## src/rtl/wb_rr_arbiter.sv

```systemverilog
// rtl/wb_rr_arbiter.sv - round-robin Wishbone arbiter, N masters onto one slave
// Optional response watchdog enabled by defining WB_ARB_WATCHDOG_EN.
module wb_rr_arbiter #(
  parameter int NUM_MASTERS = 2,
  parameter int DW          = 32,
  parameter int AW          = 32,
  parameter int TIMEOUT     = 255
) (
  input  logic                       clk_i,
  input  logic                       rst_ni,
  input  logic [NUM_MASTERS*AW-1:0]  wbm_adr_i,
  input  logic [NUM_MASTERS*DW-1:0]  wbm_dat_i,
  input  logic [NUM_MASTERS*DW/8-1:0] wbm_sel_i,
  input  logic [NUM_MASTERS-1:0]     wbm_we_i,
  input  logic [NUM_MASTERS-1:0]     wbm_cyc_i,
  input  logic [NUM_MASTERS-1:0]     wbm_stb_i,
  input  logic [3*NUM_MASTERS-1:0]   wbm_cti_i,
  input  logic [2*NUM_MASTERS-1:0]   wbm_bte_i,
  output logic [NUM_MASTERS*DW-1:0]  wbm_dat_o,
  output logic [NUM_MASTERS-1:0]     wbm_ack_o,
  output logic [NUM_MASTERS-1:0]     wbm_err_o,
  output logic [NUM_MASTERS-1:0]     wbm_rty_o,
  output logic [AW-1:0]              wbs_adr_o,
  output logic [DW-1:0]              wbs_dat_o,
  output logic [DW/8-1:0]            wbs_sel_o,
  output logic                       wbs_we_o,
  output logic                       wbs_cyc_o,
  output logic                       wbs_stb_o,
  output logic [2:0]                 wbs_cti_o,
  output logic [1:0]                 wbs_bte_o,
  input  logic [DW-1:0]              wbs_dat_i,
  input  logic                       wbs_ack_i,
  input  logic                       wbs_err_i,
  input  logic                       wbs_rty_i,
  output logic [NUM_MASTERS-1:0]     grant_o
);

  localparam int LW = (NUM_MASTERS > 1) ? $clog2(NUM_MASTERS) : 1;
  localparam int SW = DW / 8;

  typedef enum logic {S_IDLE, S_BUSY} state_t;

  state_t                 r_state, w_state_nxt;
  logic [NUM_MASTERS-1:0] r_grant, w_grant_nxt;
  logic [LW-1:0]          r_idx, w_idx_nxt;
  logic [LW-1:0]          r_last, w_last_nxt;
  logic [LW-1:0]          w_pick, w_cand, w_sel;
  logic                   w_found;
  logic                   w_busy;
  logic                   w_timeout;
  int                     w_c;

  // Scan starts just past the last owner so every waiting master gets a turn.
  always_comb begin
    w_found = 1'b0;
    w_pick  = r_last;
    w_cand  = r_last;
    w_c     = 0;
    for (int i = 1; i <= NUM_MASTERS; i++) begin
      w_c = int'(r_last) + i;
      if (w_c >= NUM_MASTERS) w_c = w_c - NUM_MASTERS;
      w_cand = LW'(w_c);
      if (!w_found && wbm_cyc_i[w_cand]) begin
        w_found = 1'b1;
        w_pick  = w_cand;
      end
    end
  end

  always_comb begin
    w_state_nxt = r_state;
    w_grant_nxt = r_grant;
    w_idx_nxt   = r_idx;
    w_last_nxt  = r_last;
    case (r_state)
      S_IDLE: begin
        if (w_found) begin
          w_grant_nxt         = '0;
          w_grant_nxt[w_pick] = 1'b1;
          w_idx_nxt           = w_pick;
          w_state_nxt         = S_BUSY;
        end
      end
      S_BUSY: begin
        if (!wbm_cyc_i[r_idx]) begin
          w_grant_nxt = '0;
          w_last_nxt  = r_idx;
          w_state_nxt = S_IDLE;
        end
      end
      default: w_state_nxt = S_IDLE;
    endcase
  end

  always_ff @(posedge clk_i or negedge rst_ni) begin
    if (!rst_ni) begin
      r_state <= S_IDLE;
      r_grant <= '0;
      r_idx   <= '0;
      r_last  <= LW'(NUM_MASTERS - 1);
    end else begin
      r_state <= w_state_nxt;
      r_grant <= w_grant_nxt;
      r_idx   <= w_idx_nxt;
      r_last  <= w_last_nxt;
    end
  end

`ifdef WB_ARB_WATCHDOG_EN
  logic [15:0] r_wd;
  logic        w_resp;

  assign w_resp    = wbs_ack_i | wbs_err_i | wbs_rty_i;
  assign w_timeout = w_busy && (r_wd == 16'(TIMEOUT));

  always_ff @(posedge clk_i or negedge rst_ni) begin
    if (!rst_ni) begin
      r_wd <= '0;
    end else if (!w_busy || w_resp || w_timeout) begin
      r_wd <= '0;
    end else if (|(r_grant & wbm_stb_i)) begin
      r_wd <= r_wd + 16'd1;
    end
  end
`else
  assign w_timeout = 1'b0;
`endif

  // Idle steers master 0 onto the data/address path; control stays low.
  assign w_busy    = (r_state == S_BUSY);
  assign w_sel     = w_busy ? r_idx : '0;

  assign wbs_adr_o = wbm_adr_i[int'(w_sel)*AW +: AW];
  assign wbs_dat_o = wbm_dat_i[int'(w_sel)*DW +: DW];
  assign wbs_sel_o = wbm_sel_i[int'(w_sel)*SW +: SW];
  assign wbs_cti_o = wbm_cti_i[int'(w_sel)*3 +: 3];
  assign wbs_bte_o = wbm_bte_i[int'(w_sel)*2 +: 2];
  assign wbs_we_o  = w_busy & wbm_we_i[w_sel];
  assign wbs_cyc_o = |(r_grant & wbm_cyc_i);
  assign wbs_stb_o = |(r_grant & wbm_stb_i) & ~w_timeout;

  assign wbm_dat_o = {NUM_MASTERS{wbs_dat_i}};
  assign wbm_ack_o = r_grant & {NUM_MASTERS{wbs_ack_i}};
  assign wbm_err_o = r_grant & {NUM_MASTERS{wbs_err_i | w_timeout}};
  assign wbm_rty_o = r_grant & {NUM_MASTERS{wbs_rty_i}};
  assign grant_o   = r_grant;

endmodule
```

## config.mk

```make
export PLATFORM = sky130hd
export DESIGN_NAME = wb_rr_arbiter
export DESIGN_NICKNAME = d
export VERILOG_FILES = /design/src/rtl/wb_rr_arbiter.sv
export SDC_FILE = /design/constraint.sdc
export NUM_CORES = 1
export LEC_CHECK = 0
export CORE_AREA = 4 4 128 130
export DETAILED_ROUTE_END_ITERATION = 16
export DIE_AREA = 0 0 132 134
export PLACE_DENSITY = 0.63
export SKIP_LAST_GASP = 1
export SLEW_MARGIN = 10
export SYNTH_ARGS = -nofsm -noshare
export SYNTH_HDL_FRONTEND = slang
export SYNTH_SLANG_ARGS = --single-unit
```

## constraint.sdc

```tcl
create_clock -name clk_i -period 2.6 [get_ports clk_i]
set_input_delay 0.52 -clock clk_i [delete_from_list [all_inputs] [get_ports clk_i]]
set_output_delay 0.52 -clock clk_i [all_outputs]
set_load 0.01 [all_outputs]
```

==> results.txt <==
- The clock arrives with 0.00120 ns of skew.
* H-tree depth: 1
* Total placed cells including tap cells: 546
- Final count of hold timing violations: 0
* Clock transition at the registers of the reported paths: 0.03 ns
- Logic pwr share: 83.5%
- Entering global routing, the biggest net connects 23 pins.
- Total grt overflow: 0
- Compared with the post-synthesis result, the final layout area differs by 112%.
- Antenna cells: 0
- Number of antenna violations at the first check in global routing: 0
- For this run, the register share of the synthesized area comes to 6.34%.
- Net switching power: 0.000861 W
- Derived from the worst setup path, the maximum achievable clock frequency is 0.403 GHz.
- Buffer levels on the longest clock path: 2
- Leaving out fill and tap cells, the most frequent cell in the layout is sky130_fd_sc_hd__clkdlybuf4s50_1.
- Internal power comes to 0.00165 W.
* Clock insertion delay at the later pin of the skew report: 0.22 ns
- Total standard cell area after synthesis: 0.00199 mm^2
* Post-layout minimum cycle time: 2.48 ns
* Placed wire-length estimate: 8690 um
- After detailed routing, the number of remaining DRC violations is 0.
- Cells with a size suffix above 1 make up 24.0% of the layout.
- The clock network burns 10.0% of the power.
* Chain of cells forming the critical path: nand2_8, buf_4, mux2_4, clkdlybuf4s50_1
- Pwr per Cell Area: 594 mW/mm^2
* CP max-delay cell: sky130_fd_sc_hd__clkdlybuf4s50_1
- Avg Synthesized Cell Area: 11.0 um^2
- Cts bufs inserted: 3
- The floorplan step defined a die boundary enclosing 0.0177 mm^2.
* Fraction of met2 tracks used by global routing: 19.0%
- Slew margin rel.: 80.8%
- The top cell types in the final layout, fill and taps aside, are 240 x sky130_fd_sc_hd__clkdlybuf4s50_1, 70 x sky130_fd_sc_hd__mux2_4, 7 x sky130_fd_sc_hd__buf_4, 6 x sky130_fd_sc_hd__and2_1.
- In the final layout, the multi-input gates occupy 0.00128 mm^2.
* Class of the tightest hold or removal check: input port to asynchronous set/reset pin
- Horiz. Die Dim: 132 um
- Counting every net in the synthesized netlist gives 371.
* Last weighted congestion value of the routability-driven placer: 0.866
* Largest incremental delay on the critical path: 0.51 ns
- Number of hold-repair buffers added at the cts stage: 0
- RSZ-0062 raised after global routing: no
- For this block, the initial DRC count from the detailed router was 37.
* Peak fanout along the critical path: 22
- Number of global-route vias before repair: 2,167
- Worst IR drop on VDD: 0.000313 V
- Core Region: 0.0151 mm^2
- The first global-routing pass estimated 14,500 um of wire.
- Row generation in the floorplan step produced 45 rows.
* Count of antenna-violating nets left after detailed routing: 0
- Summed over all layers, the routed wires come to 10,200 um.
- The detailed router placed 1,965 vias in this run.
- TritonCTS clock tree: yes
- Sequential cells burn 6.6% of the power.
* Final slew viol count: 0
* Category of the critical setup timing path: register to output pin
* Final Setup Violations: 0
- Met3 Usage GRT: 3.94%
* CTS resizes: 0
- In the global route stage, met1 resource usage came out at 11.6%.
- The clock drives 5 sinks.
- 1st-pass router iterations: 4
- Post-synthesis instance total: 182
* Count of unique library cells instantiated by Yosys: 18
- In this run the most used layer during global routing was met2.
- The worst setup path is launched from a register.
- Clock tree synthesis selected as its root buffer the cell sky130_fd_sc_hd__clkbuf_16.
- Top-level port count: 337
- Share of the clock period used by the worst path after layout: 95.4%
* Result of the run: finished, final reports clean
- After the last flow step, the layout net total stands at 552.
- For the worst setup path, the data arrival time is 1.96 ns.
- Synthesis inferred 5 register bits.
* Kind of end point of the critical path: output pin
- Initial standard-cell utilization of the core: 13.2%
- After detailed routing, the average wire length per cell comes to 18.6 um.
* Footprint of the flip-flops and latches: 126 um^2
- Vias per cell: 3.57
- Number of cells in the finished layout apart from fillers: 550
- Leakage Power: 1.80 nW
- The count of buffers added on input and output ports is 240.
- Post-route setup TNS: 0 ns
- Global routing used 10.4% of the available tracks.
* Net switching share of the total power: 34.3%
- Fill count: 1,561
- The die is 134 um tall.
* Required time of the worst setup path: 2.08 ns
- The Yosys step of the flow raised 0 warnings.
* Buffers inserted during post-CTS setup optimization: 0
- Actual transition at the worst max-transition pin: 0.288 ns
- Max-cap violations in this run came to 0.
-- final cells by class --
type / count / area share [%]
Timing Repair Buffer: 249 / 59.1
Multi-Input combinational cell: 103 / 30.4
Tap cell: 188 / 5.57
Sequential cell: 5 / 2.99
Clock buffer: 4 / 1.87
Inverter: 1 / 0.0889
-- worst paths after layout --
check,from,endpoint,cells after the start,slack [ns]
max,r_state,wbs_dat_o[25],4,0.12
min,rst_ni,r_idx,1,0.52
max reg2reg,r_idx,grant_o[0],4,1.32
min reg2reg,r_last,r_last,2,0.55
max in group asynchronous,rst_ni,r_last,1,1.83
min in group clk_i,r_last,r_last,2,0.55
-- per-layer routing --
layer	share of wire, %	wire (um)	vias up
met2	51	5220	126
met5	0	0	-
li1	-	-	924
met4	1.1	115	0
met1	38	3890	900
met3	9.6	977	15
-- worst max-delay path, delay by kind of cell, from the launching register on --
kind	cells	cell delay [ns]
AND/OR/NAND/NOR	1	0.23
multiplexers	1	0.30
buffers and inverters	2	0.74
flip-flops	1	0.43
-- kinds of logic after synthesis --
group / Yosys count / synth area share [%]
AOI/OAI and AO/OA: 9 / 2.95
buffers and inverters: 74 / 29.2
DFF: 5 / 6.34
muxes: 76 / 55.9
and+or+nand+nor: 18 / 5.59
-- synth_stat cells --
master / count / share of area [%]
sky130_fd_sc_hd__nand2b_1: 2 / 0.63
sky130_fd_sc_hd__mux2_2: 3 / 1.7
sky130_fd_sc_hd__dfstp_2: 1 / 1.3
sky130_fd_sc_hd__buf_6: 8 / 4.5
sky130_fd_sc_hd__buf_4: 65 / 24
sky130_fd_sc_hd__nand2_1: 2 / 0.38
sky130_fd_sc_hd__nor2_1: 4 / 0.75
sky130_fd_sc_hd__a22oi_1: 1 / 0.38
sky130_fd_sc_hd__and2_1: 6 / 1.9
sky130_fd_sc_hd__a22o_1: 3 / 1.3
sky130_fd_sc_hd__a21oi_1: 4 / 1.0
sky130_fd_sc_hd__nand2_8: 1 / 1.0
sky130_fd_sc_hd__mux2_4: 70 / 53
sky130_fd_sc_hd__o21ai_0: 1 / 0.25
sky130_fd_sc_hd__dfrtp_1: 4 / 5.0
sky130_fd_sc_hd__inv_1: 1 / 0.19
sky130_fd_sc_hd__nor2b_1: 3 / 0.94
sky130_fd_sc_hd__mux2i_1: 3 / 1.5
-- sequential cells by signal, indices dropped and copies added (netlist names) --
register / count
grant_o: 2
r_idx: 1
r_last: 1
r_state: 1
-- power groups by stage --
stage | combinational (W) | sequential, W | clock, W
floorplan | 0.00120 | 0.000141 | 0
global placement | 0.00210 | 0.000166 | 0
detailed placement | 0.00210 | 0.000170 | 0
CTS | 0.00212 | 0.000169 | 0.000257
global route | 0.00218 | 0.000172 | 0.000265
finish | 0.00209 | 0.000165 | 0.000250
-- through the flow --
stage / instance area, um^2 / util (%) / power (W) / setup WS [ns] / hold WS [ns]
final: 4220 / 27.9 / 0.00251 / 0.121 / 0.518
after global routing: 4220 / 27.9 / 0.00262 / 0.0630 / 0.535
after CTS: 4220 / 27.9 / 0.00255 / 0.103 / 0.515
after detailed placement: 4150 / 27.4 / 0.00227 / 0.282 / 0.540
after global placement: 4150 / 27.4 / 0.00226 / 0.297 / 0.527
after floorplan: 1990 / - / 0.00135 / 0.994 / 0.224
Power figures use the tool's default switching activity.
